$ cat src/rtl/npcg_toggle_pkg.sv
// Shared constants and types for the NPCG Toggle NAND sequencers.
package npcg_toggle_pkg;

  // Dispatcher command decode
  localparam logic [5:0] OPCODE_PROGRAM_DT = 6'b000001;
  localparam logic [4:0] TARGET_ID_BNC     = 5'b00101;

  // Bit positions of the primitive manager one-hot command vector
  localparam int PM_PBR   = 6;
  localparam int PM_CAL   = 3;
  localparam int PM_DO    = 2;
  localparam int PM_DI    = 1;
  localparam int PM_TIMER = 0;

  // NAND command bytes issued on the CAL primitive
  localparam logic [7:0] CMD_PROGRAM       = 8'h80;
  localparam logic [7:0] CMD_CHANGE_WCOL   = 8'h85;
  localparam logic [7:0] CMD_CHANGE_RCOL   = 8'h05;
  localparam logic [7:0] CMD_CHANGE_RCOL2  = 8'hE0;
  localparam logic [7:0] CMD_READ_MODE     = 8'h06;
  localparam logic [7:0] CMD_PROGRAM_CONF  = 8'h10;

  // Primitive lengths (PM encoding: value is count minus one)
  localparam logic [15:0] CAL_LEN_CMD_ADDR = 16'd5;
  localparam logic [15:0] TIMER_LEN_TADL   = 16'd29;
  localparam logic [15:0] TIMER_LEN_TAIL   = 16'd3;

  // Timer primitive options
  localparam logic [2:0] OPT_TIMER_TADL = 3'b001;
  localparam logic [2:0] OPT_TIMER_TAIL = 3'b100;
  localparam logic [2:0] OPT_DO_WORD    = 3'b001;

  typedef enum logic [3:0] {
    S_IDLE         = 4'd0,
    S_PBR_ISSUE    = 4'd1,
    S_CMD_ISSUE    = 4'd2,
    S_CMD_WRITE0   = 4'd3,
    S_COL0         = 4'd4,
    S_COL1         = 4'd5,
    S_ROW0         = 4'd6,
    S_ROW1         = 4'd7,
    S_ROW2         = 4'd8,
    S_TIMER1_ISSUE = 4'd9,
    S_DO_ISSUE     = 4'd10,
    S_TIMER2_ISSUE = 4'd11,
    S_WAIT_DONE    = 4'd12
  } dt_state_t;

  // Build the one-hot PM trigger for a given primitive bit position
  function automatic logic [7:0] pm_onehot(input int idx);
    pm_onehot = 8'b1 << idx;
  endfunction

endpackage

$ cat src/rtl/npcg_toggle_bnc_p_program_dt80h_if.sv
// Command, upstream write stream and primitive manager signals of the
// program data-transfer sequencer. The sequencer uses the slave modport.
interface npcg_toggle_bnc_p_program_dt80h_if #(
  parameter int NumberOfWays = 4
);
  logic [5:0]              iOpcode;
  logic [4:0]              iTargetID;
  logic [4:0]              iSourceID;
  logic [15:0]             iLength;
  logic                    iCMDValid;
  logic                    oCMDReady;
  logic [NumberOfWays-1:0] iWaySelect;
  logic [15:0]             iColAddress;
  logic [23:0]             iRowAddress;
  logic [31:0]             iWriteData;
  logic                    iWriteLast;
  logic                    iWriteValid;
  logic                    oWriteReady;
  logic                    oStart;
  logic                    oLastStep;
  logic                    oLengthMismatch;
  logic [7:0]              iPM_Ready;
  logic [7:0]              iPM_LastStep;
  logic [7:0]              oPM_PCommand;
  logic [2:0]              oPM_PCommandOption;
  logic [NumberOfWays-1:0] oPM_TargetWay;
  logic [15:0]             oPM_NumOfData;
  logic                    oPM_CASelect;
  logic [7:0]              oPM_CAData;
  logic [31:0]             oPM_WriteData;
  logic                    oPM_WriteLast;
  logic                    oPM_WriteValid;
  logic                    iPM_WriteReady;

  modport slave (
    input  iOpcode, iTargetID, iSourceID, iLength, iCMDValid, iWaySelect,
           iColAddress, iRowAddress, iWriteData, iWriteLast, iWriteValid,
           iPM_Ready, iPM_LastStep, iPM_WriteReady,
    output oCMDReady, oWriteReady, oStart, oLastStep, oLengthMismatch,
           oPM_PCommand, oPM_PCommandOption, oPM_TargetWay, oPM_NumOfData,
           oPM_CASelect, oPM_CAData, oPM_WriteData, oPM_WriteLast, oPM_WriteValid
  );

  modport master (
    output iOpcode, iTargetID, iSourceID, iLength, iCMDValid, iWaySelect,
           iColAddress, iRowAddress, iWriteData, iWriteLast, iWriteValid,
           iPM_Ready, iPM_LastStep, iPM_WriteReady,
    input  oCMDReady, oWriteReady, oStart, oLastStep, oLengthMismatch,
           oPM_PCommand, oPM_PCommandOption, oPM_TargetWay, oPM_NumOfData,
           oPM_CASelect, oPM_CAData, oPM_WriteData, oPM_WriteLast, oPM_WriteValid
  );
endinterface

$ cat src/rtl/npcg_toggle_bnc_p_program_dt80h.sv
// Program-side data-transfer sequencer for one Toggle NAND way: waits for
// the bus, issues 80h/85h with column and row cycles, waits tADL, streams
// the write burst through DO, then runs the tail timer.
module npcg_toggle_bnc_p_program_dt80h
  import npcg_toggle_pkg::*;
#(
  parameter int NumberOfWays = 4
) (
  input logic iSystemClock,
  input logic iReset,
  npcg_toggle_bnc_p_program_dt80h_if.slave bus
);

  dt_state_t               state, next_state;
  logic [NumberOfWays-1:0] trf_way;
  logic [15:0]             trf_length;
  logic [15:0]             trf_col;
  logic [23:0]             trf_row;
  logic                    trf_change_col;
  logic [15:0]             beat_count;
  logic [15:0]             count_next;
  logic                    length_mismatch;
  logic                    trigger;
  logic                    data_phase;
  logic                    beat_accept;
  logic                    enter_done;
  logic [7:0]              pm_pcommand;
  logic [2:0]              pm_option;
  logic [15:0]             pm_num_of_data;
  logic                    pm_ca_select;
  logic [7:0]              pm_ca_data;

  assign trigger     = bus.iCMDValid && (bus.iTargetID == TARGET_ID_BNC) &&
                       (bus.iOpcode == OPCODE_PROGRAM_DT);
  assign data_phase  = (state == S_DO_ISSUE) || (state == S_TIMER2_ISSUE);
  assign beat_accept = data_phase && bus.iWriteValid && bus.iPM_WriteReady;
  assign count_next  = beat_count + {15'd0, beat_accept};
  assign enter_done  = (state == S_TIMER2_ISSUE) && bus.iPM_LastStep[PM_DO];

  // State register
  always_ff @(posedge iSystemClock or posedge iReset) begin
    if (iReset) state <= S_IDLE;
    else        state <= next_state;
  end

  // Command latch, beat counter and sticky length check
  always_ff @(posedge iSystemClock or posedge iReset) begin
    if (iReset) begin
      trf_way         <= '0;
      trf_length      <= '0;
      trf_col         <= '0;
      trf_row         <= '0;
      trf_change_col  <= 1'b0;
      beat_count      <= '0;
      length_mismatch <= 1'b0;
    end else if (state == S_IDLE && trigger) begin
      trf_way         <= bus.iWaySelect;
      trf_length      <= bus.iLength;
      trf_col         <= bus.iColAddress;
      trf_row         <= bus.iRowAddress;
      trf_change_col  <= bus.iSourceID[0];
      beat_count      <= '0;
      length_mismatch <= 1'b0;
    end else begin
      beat_count <= count_next;
      if (enter_done && (count_next != trf_length + 16'd1))
        length_mismatch <= 1'b1;
    end
  end

  // Next-state and primitive manager outputs decoded from state
  always_comb begin
    next_state     = state;
    pm_pcommand    = '0;
    pm_option      = '0;
    pm_num_of_data = '0;
    pm_ca_select   = 1'b0;
    pm_ca_data     = '0;
    case (state)
      S_IDLE: if (trigger) next_state = S_PBR_ISSUE;
      S_PBR_ISSUE: begin
        pm_pcommand = pm_onehot(PM_PBR);
        if (bus.iPM_Ready[6:0] == 7'h7F) next_state = S_CMD_ISSUE;
      end
      S_CMD_ISSUE: begin
        pm_pcommand    = pm_onehot(PM_CAL);
        pm_num_of_data = CAL_LEN_CMD_ADDR;
        if (bus.iPM_LastStep[PM_PBR]) next_state = S_CMD_WRITE0;
      end
      S_CMD_WRITE0: begin
        pm_ca_data = trf_change_col ? CMD_CHANGE_WCOL : CMD_PROGRAM;
        next_state = S_COL0;
      end
      S_COL0: begin
        pm_ca_select = 1'b1;
        pm_ca_data   = trf_col[7:0];
        next_state   = S_COL1;
      end
      S_COL1: begin
        pm_ca_select = 1'b1;
        pm_ca_data   = trf_col[15:8];
        next_state   = S_ROW0;
      end
      S_ROW0: begin
        pm_ca_select = 1'b1;
        pm_ca_data   = trf_row[7:0];
        next_state   = S_ROW1;
      end
      S_ROW1: begin
        pm_ca_select = 1'b1;
        pm_ca_data   = trf_row[15:8];
        next_state   = S_ROW2;
      end
      S_ROW2: begin
        pm_ca_select = 1'b1;
        pm_ca_data   = trf_row[23:16];
        next_state   = S_TIMER1_ISSUE;
      end
      S_TIMER1_ISSUE: begin
        pm_pcommand    = pm_onehot(PM_TIMER);
        pm_option      = OPT_TIMER_TADL;
        pm_num_of_data = TIMER_LEN_TADL;
        if (bus.iPM_LastStep[PM_CAL]) next_state = S_DO_ISSUE;
      end
      S_DO_ISSUE: begin
        pm_pcommand    = pm_onehot(PM_DO);
        pm_option      = OPT_DO_WORD;
        pm_num_of_data = trf_length;
        if (bus.iPM_LastStep[PM_TIMER]) next_state = S_TIMER2_ISSUE;
      end
      S_TIMER2_ISSUE: begin
        pm_pcommand    = pm_onehot(PM_TIMER);
        pm_option      = OPT_TIMER_TAIL;
        pm_num_of_data = TIMER_LEN_TAIL;
        if (bus.iPM_LastStep[PM_DO]) next_state = S_WAIT_DONE;
      end
      S_WAIT_DONE: if (bus.iPM_LastStep[PM_TIMER]) next_state = S_IDLE;
      default: next_state = S_IDLE;
    endcase
  end

  assign bus.oCMDReady          = (state == S_IDLE);
  assign bus.oStart             = trigger;
  assign bus.oLastStep          = (state == S_WAIT_DONE) && bus.iPM_LastStep[PM_TIMER];
  assign bus.oLengthMismatch    = length_mismatch;
  assign bus.oPM_PCommand       = pm_pcommand;
  assign bus.oPM_PCommandOption = pm_option;
  assign bus.oPM_NumOfData      = pm_num_of_data;
  assign bus.oPM_CASelect       = pm_ca_select;
  assign bus.oPM_CAData         = pm_ca_data;
  assign bus.oPM_TargetWay      = trf_way;
  assign bus.oPM_WriteData      = bus.iWriteData;
  assign bus.oPM_WriteLast      = bus.iWriteLast;
  assign bus.oPM_WriteValid     = bus.iWriteValid && data_phase;
  assign bus.oWriteReady        = bus.iPM_WriteReady && data_phase;

endmodule

$ cat src/flat_wrapper.sv
// flat-port wrapper written by rule: the top's interface ports become plain ports
module npcg_toggle_bnc_p_program_dt80h_flat import npcg_toggle_pkg::*;
#(
  parameter int NumberOfWays = 4
)
  (iSystemClock, iReset, bus_iOpcode, bus_iTargetID, bus_iSourceID, bus_iLength, bus_iCMDValid, bus_iWaySelect, bus_iColAddress, bus_iRowAddress, bus_iWriteData, bus_iWriteLast, bus_iWriteValid, bus_iPM_Ready, bus_iPM_LastStep, bus_iPM_WriteReady, bus_oCMDReady, bus_oWriteReady, bus_oStart, bus_oLastStep, bus_oLengthMismatch, bus_oPM_PCommand, bus_oPM_PCommandOption, bus_oPM_TargetWay, bus_oPM_NumOfData, bus_oPM_CASelect, bus_oPM_CAData, bus_oPM_WriteData, bus_oPM_WriteLast, bus_oPM_WriteValid);
  npcg_toggle_bnc_p_program_dt80h_if #(.NumberOfWays(NumberOfWays)) bus_i ();
  input logic iSystemClock;
  input logic iReset;
  input wire logic [$bits(bus_i.iOpcode)-1:0] bus_iOpcode;
  input wire logic [$bits(bus_i.iTargetID)-1:0] bus_iTargetID;
  input wire logic [$bits(bus_i.iSourceID)-1:0] bus_iSourceID;
  input wire logic [$bits(bus_i.iLength)-1:0] bus_iLength;
  input wire logic [$bits(bus_i.iCMDValid)-1:0] bus_iCMDValid;
  input wire logic [$bits(bus_i.iWaySelect)-1:0] bus_iWaySelect;
  input wire logic [$bits(bus_i.iColAddress)-1:0] bus_iColAddress;
  input wire logic [$bits(bus_i.iRowAddress)-1:0] bus_iRowAddress;
  input wire logic [$bits(bus_i.iWriteData)-1:0] bus_iWriteData;
  input wire logic [$bits(bus_i.iWriteLast)-1:0] bus_iWriteLast;
  input wire logic [$bits(bus_i.iWriteValid)-1:0] bus_iWriteValid;
  input wire logic [$bits(bus_i.iPM_Ready)-1:0] bus_iPM_Ready;
  input wire logic [$bits(bus_i.iPM_LastStep)-1:0] bus_iPM_LastStep;
  input wire logic [$bits(bus_i.iPM_WriteReady)-1:0] bus_iPM_WriteReady;
  output wire logic [$bits(bus_i.oCMDReady)-1:0] bus_oCMDReady;
  output wire logic [$bits(bus_i.oWriteReady)-1:0] bus_oWriteReady;
  output wire logic [$bits(bus_i.oStart)-1:0] bus_oStart;
  output wire logic [$bits(bus_i.oLastStep)-1:0] bus_oLastStep;
  output wire logic [$bits(bus_i.oLengthMismatch)-1:0] bus_oLengthMismatch;
  output wire logic [$bits(bus_i.oPM_PCommand)-1:0] bus_oPM_PCommand;
  output wire logic [$bits(bus_i.oPM_PCommandOption)-1:0] bus_oPM_PCommandOption;
  output wire logic [$bits(bus_i.oPM_TargetWay)-1:0] bus_oPM_TargetWay;
  output wire logic [$bits(bus_i.oPM_NumOfData)-1:0] bus_oPM_NumOfData;
  output wire logic [$bits(bus_i.oPM_CASelect)-1:0] bus_oPM_CASelect;
  output wire logic [$bits(bus_i.oPM_CAData)-1:0] bus_oPM_CAData;
  output wire logic [$bits(bus_i.oPM_WriteData)-1:0] bus_oPM_WriteData;
  output wire logic [$bits(bus_i.oPM_WriteLast)-1:0] bus_oPM_WriteLast;
  output wire logic [$bits(bus_i.oPM_WriteValid)-1:0] bus_oPM_WriteValid;
  assign bus_i.iOpcode = bus_iOpcode;
  assign bus_i.iTargetID = bus_iTargetID;
  assign bus_i.iSourceID = bus_iSourceID;
  assign bus_i.iLength = bus_iLength;
  assign bus_i.iCMDValid = bus_iCMDValid;
  assign bus_i.iWaySelect = bus_iWaySelect;
  assign bus_i.iColAddress = bus_iColAddress;
  assign bus_i.iRowAddress = bus_iRowAddress;
  assign bus_i.iWriteData = bus_iWriteData;
  assign bus_i.iWriteLast = bus_iWriteLast;
  assign bus_i.iWriteValid = bus_iWriteValid;
  assign bus_i.iPM_Ready = bus_iPM_Ready;
  assign bus_i.iPM_LastStep = bus_iPM_LastStep;
  assign bus_i.iPM_WriteReady = bus_iPM_WriteReady;
  assign bus_oCMDReady = bus_i.oCMDReady;
  assign bus_oWriteReady = bus_i.oWriteReady;
  assign bus_oStart = bus_i.oStart;
  assign bus_oLastStep = bus_i.oLastStep;
  assign bus_oLengthMismatch = bus_i.oLengthMismatch;
  assign bus_oPM_PCommand = bus_i.oPM_PCommand;
  assign bus_oPM_PCommandOption = bus_i.oPM_PCommandOption;
  assign bus_oPM_TargetWay = bus_i.oPM_TargetWay;
  assign bus_oPM_NumOfData = bus_i.oPM_NumOfData;
  assign bus_oPM_CASelect = bus_i.oPM_CASelect;
  assign bus_oPM_CAData = bus_i.oPM_CAData;
  assign bus_oPM_WriteData = bus_i.oPM_WriteData;
  assign bus_oPM_WriteLast = bus_i.oPM_WriteLast;
  assign bus_oPM_WriteValid = bus_i.oPM_WriteValid;
  npcg_toggle_bnc_p_program_dt80h #(.NumberOfWays(NumberOfWays)) u_core (.iSystemClock(iSystemClock), .iReset(iReset), .bus(bus_i));
endmodule
$ cat config.mk
export PLATFORM = sky130hd
export DESIGN_NAME = npcg_toggle_bnc_p_program_dt80h_flat
export DESIGN_NICKNAME = d
export VERILOG_FILES = /design/src/rtl/npcg_toggle_pkg.sv /design/src/rtl/npcg_toggle_bnc_p_program_dt80h_if.sv /design/src/rtl/npcg_toggle_bnc_p_program_dt80h.sv /design/src/flat_wrapper.sv
export SDC_FILE = /design/constraint.sdc
export NUM_CORES = 1
export LEC_CHECK = 0
export BUFFER_PORTS_ARGS = -buffer_cell sky130_fd_sc_hd__buf_4
export CAP_MARGIN = 20
export CORE_MARGIN = 2
export CORE_UTILIZATION = 52
export CTS_CLUSTER_SIZE = 40
export DETAILED_ROUTE_END_ITERATION = 10
export GPL_TIMING_DRIVEN = 0
export PLACE_DENSITY = 0.91
export SYNTH_ARGS = -nofsm -noshare
export SYNTH_HDL_FRONTEND = slang
export SYNTH_SLANG_ARGS = --single-unit
$ cat constraint.sdc
create_clock -name iSystemClock -period 6.7 [get_ports iSystemClock]
set_input_delay 1.34 -clock iSystemClock [delete_from_list [all_inputs] [get_ports iSystemClock]]
set_output_delay 1.34 -clock iSystemClock [all_outputs]
set_load 0.02 [all_outputs]
==> run metrics, run 1 <==
Power Dens Cells 219 mW/mm^2; Final Hold Viols 0; Clk Latency, worst-skew pair 360 ps; Num CTS Buffers 9; core area 0.00881 mm^2; placed cell count 844; pin slew with the least headroom to its limit 636 ps; Min-Delay Path Class reg -> reg; first-pass GRT wire length 22,300 um; CTS tree done; Worst Setup Start Kind register; total grt overflow 0; commonest non-fill, non-tap cell in the layout nand2_1; Leakage 3.43 nW; Die Wd 99.7 um; Net Sw Power 0.524 mW; CP required 6920 ps; fin cells 860; vias 4,676; largest net degree at the start of global routing 64; CTS Hold Bufs 0; DR pass1 iterations 5; Port Buf Inserts 161; CP delay by family, top simple AND/OR/NAND/NOR gates; setup bufs post-CTS 0; ANT cells 0; crit share post-route 61.7%; hold wc startpoint u_core.trf_col[14]$_DFFE_PP0P_; Final #Nets 880; Clock Path Buffers 2; Cell Int Power 0.862 mW; drt wl/cell 16.3 um; Cell variety after synth 52; CTS resizes 0; initial core utilization 54.1%; layout cell share with drive strength beyond 1 31.6%; Die H 99.7 um; status complete, no violations; reg2reg setup slack 2570 ps; crit path capture type register; H-tree depth 3; vias per inst 5.44; most frequent cells in the layout nand2_1, buf_4, dfrtp_1, nor2_1, xnor2_1; DR iter-0 viols 466; DRC violations left 0; initial antenna violation count 0; I/O pins 209; Max IR drop VDD 0.000130 V; power share of the sequential group 39.0%; RD Place Congestion 0.943; Crit Path Class reg -> reg; Area Growth Syn to Fin 33.0%; yosys warns 0; routed wire length 14,100 um; area of the mapped netlist 0.00477 mm^2; Synth Register Bits 82; Worst R2R Start u_core.state[1]$_DFFE_PP0P_; FF-to-FF End u_core.bus.oLengthMismatch$_DFFE_PP0P_; Min-Delay Path Depth 2; worst-path cell chain buf_2 > buf_1 > clkbuf_1 > and3_1 > and2_1 > ha_1 > nand4_1 > nor3_1 > xor2_1 > or2_2 > o211a_1 > o31ai_1 > o211ai_1; CTS root buf clkbuf_8; EDFF count, synth 0; power share of the clock group 24.9%; DP HPWL 10,700 um; post-synthesis sequential area ratio 43.1%; Post-Synthesis Cells 570; slowest CP cell buf_1; Hold Crit Endpoint u_core.trf_col[14]$_DFFE_PP0P_; RSZ-0062 raised after global routing false; Total GRT Usage 28.5%; Min Clock Period, post-route 4130 ps; clock sink count 82; Slew Limit Fails 0; clock skew 9.85 ps; Worst Path Buf+Inv 3; vias in the first global route 4,695; Comb power frac 36.1%; clock slew at reported path FFs 90 ps; worst-path fanout max 10; Avg Inst Size Synth 8.36 um^2; Setup TNS 0 ps; slowest stage delay, CP 530 ps; ys async rst share 100%; Worst slew margin 57.6%; row count 34; Top FF cell, synth dfrtp_1; fmax 0.242 GHz; antenna viol nets, final 0; Sw Ratio 37.8%; Die ar. 0.00995 mm^2; FF-to-FF path depth 13; WP data arrival 4360 ps; Max-Cap Viols 0; # setup viols final 0
==> registers in the layout, summed over array words and instances, names as in the netlist <==
register / count
u_core.beat_count: 16
u_core.trf_col: 16
u_core.bus.oPM_TargetWay: 4
u_core.trf_change_col: 1
u_core.bus.oLengthMismatch: 1
u_core.trf_row: 24
u_core.state: 4
u_core.trf_length: 16
==> Yosys cell counts (6+ instances only) <==
library cell	number	area share [%]
buf_4	38	6.0
xor2_1	12	2.2
buf_2	7	0.74
nand3_1	9	0.95
clkbuf_1	19	1.5
dfrtp_1	82	43
nand2_1	203	16
nand4_1	11	1.4
a22o_1	6	1.1
a21oi_1	11	1.2
xnor2_1	31	5.7
nor2_1	35	2.8
nor4_1	6	0.79
and2_1	15	2.0
and3_1	6	0.79
nor3_1	8	0.84
==> final cells by class <==
class | instances | area [um^2]
Fill cell | 644 | 2470
Multi-Input combinational cell | 419 | 2300
Sequential cell | 82 | 2050
Timing Repair Buffer | 162 | 1240
Buffer | 68 | 408
Tap cell | 108 | 135
Clock buffer | 10 | 128
Clock inverter | 6 | 55.1
Inverter | 5 | 21.3
==> metrics by stage <==
stage / instance area [um^2] / hold WS, ps / total power, mW / setup slack (ps) / util (%)
3_5_place_dp: 6150 / 458 / 1.04 / 2680 / 69.9
6_report: 6340 / 479 / 1.39 / 2570 / 72.0
3_3_place_gp: 6120 / 453 / 1.02 / 2340 / 69.6
5_1_grt: 6340 / 517 / 1.44 / 2320 / 72.0
2_1_floorplan: 4780 / 440 / 0.852 / 3190 / -
4_1_cts: 6340 / 481 / 1.38 / 2630 / 72.0
==> how the worst max path moves through the flow <==
stage | start | to | slack (ps) | cells after the start
6_report | u_core.state[1]$_DFFE_PP0P_ | u_core.bus.oLengthMismatch$_DFFE_PP0P_ | 2570 | 13
5_1_grt | u_core.state[1]$_DFFE_PP0P_ | u_core.bus.oLengthMismatch$_DFFE_PP0P_ | 2320 | 13
4_1_cts | u_core.state[1]$_DFFE_PP0P_ | u_core.bus.oLengthMismatch$_DFFE_PP0P_ | 2630 | 13
3_5_place_dp | u_core.state[1]$_DFFE_PP0P_ | u_core.bus.oLengthMismatch$_DFFE_PP0P_ | 2680 | 13
3_3_place_gp | iReset | u_core.bus.oPM_TargetWay[0]$_DFFE_PP0P_ | 2340 | 2
2_1_floorplan | bus_iPM_WriteReady | u_core.bus.oLengthMismatch$_DFFE_PP0P_ | 3190 | 10
==> power groups by stage <==
stage	registers (mW)	logic (mW)	clock network (mW)
6_report	0.541	0.500	0.346
5_1_grt	0.542	0.535	0.366
4_1_cts	0.540	0.492	0.346
3_5_place_dp	0.549	0.489	0
3_3_place_gp	0.548	0.475	0
2_1_floorplan	0.547	0.305	0
==> worst min-delay path, stage by stage, from the launching register on <==
cell and delay [ps]:
dfrtp_1 350, nand2_1 50, nand2_1 50
==> metal layers <==
metal  vias up  share of wire, %  track usage [%]  routed length (um)
met2       257                51             49.9                7180
li1       2177                 -                -                   -
met1      2212                38             35.8                5300
met4         0               2.0             7.69                 284
met3        30               9.2             5.90                1300
met5         -                 0                0                   0
==> cell families after synthesis <==
kind of cell             Yosys count  share of synthesized area (%)
flip-flops                        82                           43.1
XOR/XNOR                          43                           7.90
AO/OA/AOI/OAI                     45                           6.62
multiplexers                       8                           3.02
AND/OR/NAND/NOR                  315                           29.6
adder cells (fa/ha/maj)            3                          0.788
buffers and inverters             73                           8.95
other                              1                         0.0787
Power figures use the tool's default switching activity.
==> run 2: changes to the inputs <==
--- a/config.mk
+++ b/config.mk
@@ -8,11 +8,11 @@
 export BUFFER_PORTS_ARGS = -buffer_cell sky130_fd_sc_hd__buf_4
 export CAP_MARGIN = 20
 export CORE_MARGIN = 2
-export CORE_UTILIZATION = 52
+export CORE_UTILIZATION = 43
 export CTS_CLUSTER_SIZE = 40
 export DETAILED_ROUTE_END_ITERATION = 10
 export GPL_TIMING_DRIVEN = 0
-export PLACE_DENSITY = 0.91
+export PLACE_DENSITY = 0.81
 export SYNTH_ARGS = -nofsm -noshare
 export SYNTH_HDL_FRONTEND = slang
 export SYNTH_SLANG_ARGS = --single-unit
==> constraint.sdc (replaced) <==
create_clock -name iSystemClock -period 3.8 [get_ports iSystemClock]
set_input_delay 0.76 -clock iSystemClock [delete_from_list [all_inputs] [get_ports iSystemClock]]
set_output_delay 0.76 -clock iSystemClock [all_outputs]
set_load 0.02 [all_outputs]
==> run 2 against run 1 <==
- setup slack worse by 2200 ps
- clock-buffer cell count unchanged
- die area up 20%
- non-clock buffer count down 2
- critical path depth down 1
- register-to-register slack worse by 2200 ps
- sequential share of layout area down 0.23 points
- fmax up 20%
- sequential power up 76%
- worst hold slack worse by 110 ps
- critical path type unchanged
- critical endpoint unchanged
- largest cell class unchanged
- largest power group unchanged
- highest routed layer unchanged
==> run metrics, run 2 (synthesis gave the netlist of run 1 again) <==
power share of the sequential group 38.9%; max reg flops 24; Comb power frac 35.2%; overall power consumption 2.45 mW; fmax 0.291 GHz; power share of the clock group 25.9%; reg2reg setup slack 360 ps; Final Hold Viols 0; Worst Setup Start Kind register; Sw Ratio 35.5%; first-pass GRT wire length 21,200 um; Worst slew margin 54.4%; Min Clock Period, post-route 3440 ps; Post-Route Utilization 58.9%; core area 0.0108 mm^2; Clock Path Buffers 2; routed wire length 13,400 um; Final #Nets 878; commonest non-fill, non-tap cell in the layout nand2_1; Max IR drop VDD 0.000252 V; Slew Limit Fails 0; DR iter-0 viols 262; worst-path fanout max 8; vias 4,534; status complete, no violations; Cell Int Power 1.58 mW; vias in the first global route 4,395; crit path capture type register; I/O pins 209; largest net degree at the start of global routing 58; slowest CP cell dfrtp_1; Crit Path Class reg -> reg; Max-Cap Viols 0; Min-Delay Path Class in -> async; initial core utilization 44.0%; CTS root buf clkbuf_8; CP Capture Point u_core.bus.oLengthMismatch$_DFFE_PP0P_; RD Place Congestion 0.871; CP required 4000 ps; Power Dens Cells 384 mW/mm^2; antenna viol nets, final 0; Die Wd 109 um; total grt overflow 0; RSZ-0062 raised after global routing false; Critical Path Source u_core.state[3]$_DFFE_PP0P_; pin slew with the least headroom to its limit 684 ps; most frequent cells in the layout nand2_1, buf_4, dfrtp_1, nor2_1, xnor2_1; DP HPWL 10,400 um; setup bufs post-CTS 0; H-tree depth 3; ANT cells 0; Leakage 3.43 nW; WP data arrival 3640 ps; DRC violations left 0; Area Growth Syn to Fin 33.9%; Worst R2R Start u_core.state[3]$_DFFE_PP0P_; drt wl/cell 15.1 um; crit share post-route 90.5%; Die ar. 0.0119 mm^2; Total GRT Usage 23.1%; Num CTS Buffers 9; clock skew 9.22 ps; vias per inst 5.10; # setup viols final 0; FF-to-FF path depth 12; clock slew at reported path FFs 80 ps; slowest stage delay, CP 460 ps; Die H 109 um; Port Buf Inserts 161; Setup TNS 0 ps; Most flops, register u_core.trf_row; initial antenna violation count 0; layout cell share with drive strength beyond 1 31.9%; worst-path cell chain inv_1 > nor2_2 > and3_1 > and2_1 > ha_1 > nand4_1 > nor3_1 > xor2_1 > or2_2 > o211a_1 > o31ai_1 > o211ai_1; DR pass1 iterations 4; Net Sw Power 0.870 mW; Clk Latency, worst-skew pair 360 ps; clock sink count 82; CTS tree done; row count 38; FF-to-FF End u_core.bus.oLengthMismatch$_DFFE_PP0P_
[run 2: cell count changes in the layout (fill, tap and decap cells not counted), sizes merged]
cell / delta
buf: -1
bufinv: +1
clkbuf: -1
clkinv: +1
clkinvlp: +2
inv: -5
[run 2: timing repair]
item	CTS	global route
setup endpoints to repair	1	1
gates resized for setup	0	1
hold buffers	0	0
[run 2: worst min-delay path by stage]
stage,slack [ps],startpoint,to
6_report,370,iReset,u_core.trf_row[21]$_DFFE_PP0P_
2_1_floorplan,440,u_core.trf_row[10]$_DFFE_PP0P_,u_core.trf_row[10]$_DFFE_PP0P_
4_1_cts,370,iReset,u_core.bus.oPM_TargetWay[1]$_DFFE_PP0P_
5_1_grt,390,iReset,u_core.trf_row[21]$_DFFE_PP0P_
3_3_place_gp,460,u_core.trf_row[9]$_DFFE_PP0P_,u_core.trf_row[9]$_DFFE_PP0P_
3_5_place_dp,460,u_core.trf_col[13]$_DFFE_PP0P_,u_core.trf_col[13]$_DFFE_PP0P_
[run 2: area by class of cell]
type                    instances  area [um^2]
fillers                       973         4460
clock inverters                 5         55.1
flip-flops and latches         82         2050
clock buffers                  10          138
well taps                     140          175
multi-input cells             419         2300
plain buffers                  66          400
repair buffers                162         1240
inverters                       5         21.3
[run 2: stage by stage]
stage,cells,hold WS (ps),cell area (um^2),setup slack [ps]
CTS,890,374,6380,264
global placement,875,456,6160,-34.5
finish,889,371,6380,361
global route,889,389,6380,88.4
detailed placement,876,459,6190,-85.4
floorplan,574,440,4780,460
[run 2: worst max-delay path: cells and delay by family (launching register included)]
| family | cells | cell delay, ps |
|---|---|---|
| compound gates | 3 | 600 |
| flops | 1 | 460 |
| fa+ha+maj | 1 | 220 |
| buf+inv | 1 | 180 |
| xor+xnor | 1 | 160 |
| simple gates | 6 | 1660 |
[run 2: power by group through the flow]
| stage | Combinational, mW | Clock [mW] | Sequential (mW) |
|---|---|---|---|
| CTS | 0.863 | 0.641 | 0.951 |
| global route | 0.934 | 0.676 | 0.959 |
| floorplan | 0.538 | 0 | 0.964 |
| finish | 0.861 | 0.635 | 0.953 |
| global placement | 0.847 | 0 | 0.965 |
| detailed placement | 0.866 | 0 | 0.968 |
[run 2: per-layer routing]
layer	part of all wire (%)	wire length, um	vias up	global-route usage [%]
li1	-	-	2180	-
met1	39	5310	2153	28.4
met2	52	6930	175	40.1
met3	6.6	886	26	4.84
met4	2.4	324	0	8.14
met5	0	0	-	0
==> run 3: changes to the inputs <==
--- a/config.mk
+++ b/config.mk
@@ -8,11 +8,12 @@
 export BUFFER_PORTS_ARGS = -buffer_cell sky130_fd_sc_hd__buf_4
 export CAP_MARGIN = 20
 export CORE_MARGIN = 2
-export CORE_UTILIZATION = 43
+export CORE_UTILIZATION = 45
+export CTS_BUF_LIST = sky130_fd_sc_hd__clkbuf_8
 export CTS_CLUSTER_SIZE = 40
 export DETAILED_ROUTE_END_ITERATION = 10
 export GPL_TIMING_DRIVEN = 0
-export PLACE_DENSITY = 0.81
+export PLACE_DENSITY = 0.84
 export SYNTH_ARGS = -nofsm -noshare
 export SYNTH_HDL_FRONTEND = slang
 export SYNTH_SLANG_ARGS = --single-unit
==> run 3 against run 2 <==
- sequential power barely moved
- setup slack worse by 93 ps
- global-route usage grew 0.90 points
- clock power rose by 3%
- combinational power up 0.7%
- cell count shrank 0.34%
- non-clock buffer count stayed put
- wire length rose by 0.86%
- via count hardly changed
- critical path depth is the same
==> run metrics, run 3 (synthesis gave the netlist of run 1 again) <==
Die ar. 0.0114 mm^2; core area 0.0103 mm^2; vias 4,537; fmax 0.283 GHz; Max-Cap Viols 0; # setup viols final 0; Leakage 3.44 nW; CTS tree done; Final Hold Viols 0; largest net degree at the start of global routing 73; pin slew with the least headroom to its limit 705 ps; Min Hold Slack 304 ps; CTS root buf clkbuf_8; worst-path cell chain inv_1 > nor2_1 > and3_1 > and2_1 > ha_1 > nand4_1 > nor3_1 > xor2_1 > or2_2 > o211a_1 > o31ai_1 > o211ai_1; Num CTS Buffers 9; most frequent cells in the layout nand2_1, buf_4, dfrtp_1, nor2_1, xnor2_1; RSZ-0062 raised after global routing false; Port Buf Inserts 161; fin cells 886; Final #Nets 878; reg2reg setup slack 270 ps; Area Growth Syn to Fin 34.0%; clock sink count 82; routed wire length 13,600 um; setup bufs post-CTS 0; initial core utilization 46.2%; DR iter-0 viols 364; status complete, no violations; DRC violations left 0; vias per inst 5.12; Max IR drop VDD 0.000257 V; drt wl/cell 15.3 um; Slew Limit Fails 0; ANT cells 0; Power Dens Cells 387 mW/mm^2; H-tree depth 3; CTS resizes 0; Crit Path Class reg -> reg; total grt overflow 0; slowest CP cell dfrtp_1; clock slew at reported path FFs 90 ps; Placed Area 0.00619 mm^2; Most flops, register u_core.trf_row; Die Wd 107 um; CTS Hold Bufs 0; WP data arrival 3750 ps; Total GRT Usage 24.0%; post-route design area 0.00638 mm^2; Worst Setup Start Kind register; crit share post-route 93.0%; Min-Delay Path Class in -> async; layout cell share with drive strength beyond 1 31.7%; vias in the first global route 4,568; antenna viol nets, final 0; clock skew 11.8 ps; Clock Path Buffers 2; I/O pins 209; RD Place Congestion 0.867; Clk Latency, worst-skew pair 360 ps; Die H 107 um; initial antenna violation count 0; placed cell count 872; row count 37; DR pass1 iterations 5; DP HPWL 10,500 um; slowest stage delay, CP 460 ps; Worst slew margin 52.6%; commonest non-fill, non-tap cell in the layout nand2_1; Setup TNS 0 ps; overall power consumption 2.47 mW; first-pass GRT wire length 21,500 um; worst-path fanout max 8; crit path capture type register; max reg flops 24; CP required 4010 ps; Min Clock Period, post-route 3530 ps
==> run 3: changes by cell type in the layout (fill, tap and decap cells not counted) <==
cell	change
nor2_1	+1
inv_8	+1
clkbuf_8	-1
nor2_2	-1
inv_1	+1
inv_6	+1
clkinv_2	-2
clkinv_4	+2
clkinvlp_4	-1
==> run 3: metal layers <==
metal | vias to the layer above | wire [um] | GRT usage (%)
met5 | - | 0 | 0
met2 | 207 | 7100 | 43.2
met3 | 27 | 1010 | 4.19
li1 | 2183 | - | -
met4 | 0 | 293 | 8.07
met1 | 2120 | 5160 | 28.9
==> run 3: critical path, delay by kind of cell, from the launching register on <==
family / cells / cell delay, ps
and+or+nand+nor: 6 / 1790
AOI/OAI and AO/OA: 3 / 590
DFF: 1 / 460
adders and majority gates: 1 / 220
buffers and inverters: 1 / 180
xor gates and xnor gates: 1 / 160
==> run 3: through the flow <==
| step | setup WS, ps | util (%) |
|---|---|---|
| 5_1_grt | 9.95 | 61.8 |
| 3_3_place_gp | -1.26 | 59.7 |
| 6_report | 267 | 61.8 |
| 3_5_place_dp | -114 | 60.0 |
| 2_1_floorplan | 460 | - |
| 4_1_cts | 251 | 61.9 |
==> run 3: worst paths after layout <==
check / from / end / cells past startpoint
max: u_core.state[3]$_DFFE_PP0P_ / u_core.bus.oLengthMismatch$_DFFE_PP0P_ / 12
min: iReset / u_core.trf_length[11]$_DFFE_PP0P_ / 2
max reg2reg: u_core.state[3]$_DFFE_PP0P_ / u_core.bus.oLengthMismatch$_DFFE_PP0P_ / 12
min reg2reg: u_core.trf_row[10]$_DFFE_PP0P_ / u_core.trf_row[10]$_DFFE_PP0P_ / 2
max in group asynchronous: iReset / u_core.trf_row[11]$_DFFE_PP0P_ / 3
min in group iSystemClock: u_core.trf_row[10]$_DFFE_PP0P_ / u_core.trf_row[10]$_DFFE_PP0P_ / 2
==> run 3: final cells by class <==
cell class	instances	area [um^2]
clock buffer	9	124
buffer	66	400
sequential	82	2050
tap	136	170
fill	847	3940
timing repair buffer	162	1240
multi-input combinational	419	2300
inverter	5	21.3
clock inverter	7	78.8
==> run 3: report_power, final <==
part | switching, mW | total (mW) | internal, mW
combinational | 0.516 | 0.867 | 0.351
sequential | 0.0398 | 0.951 | 0.912
clock | 0.345 | 0.655 | 0.311
total | 0.900 | 2.47 | 1.57
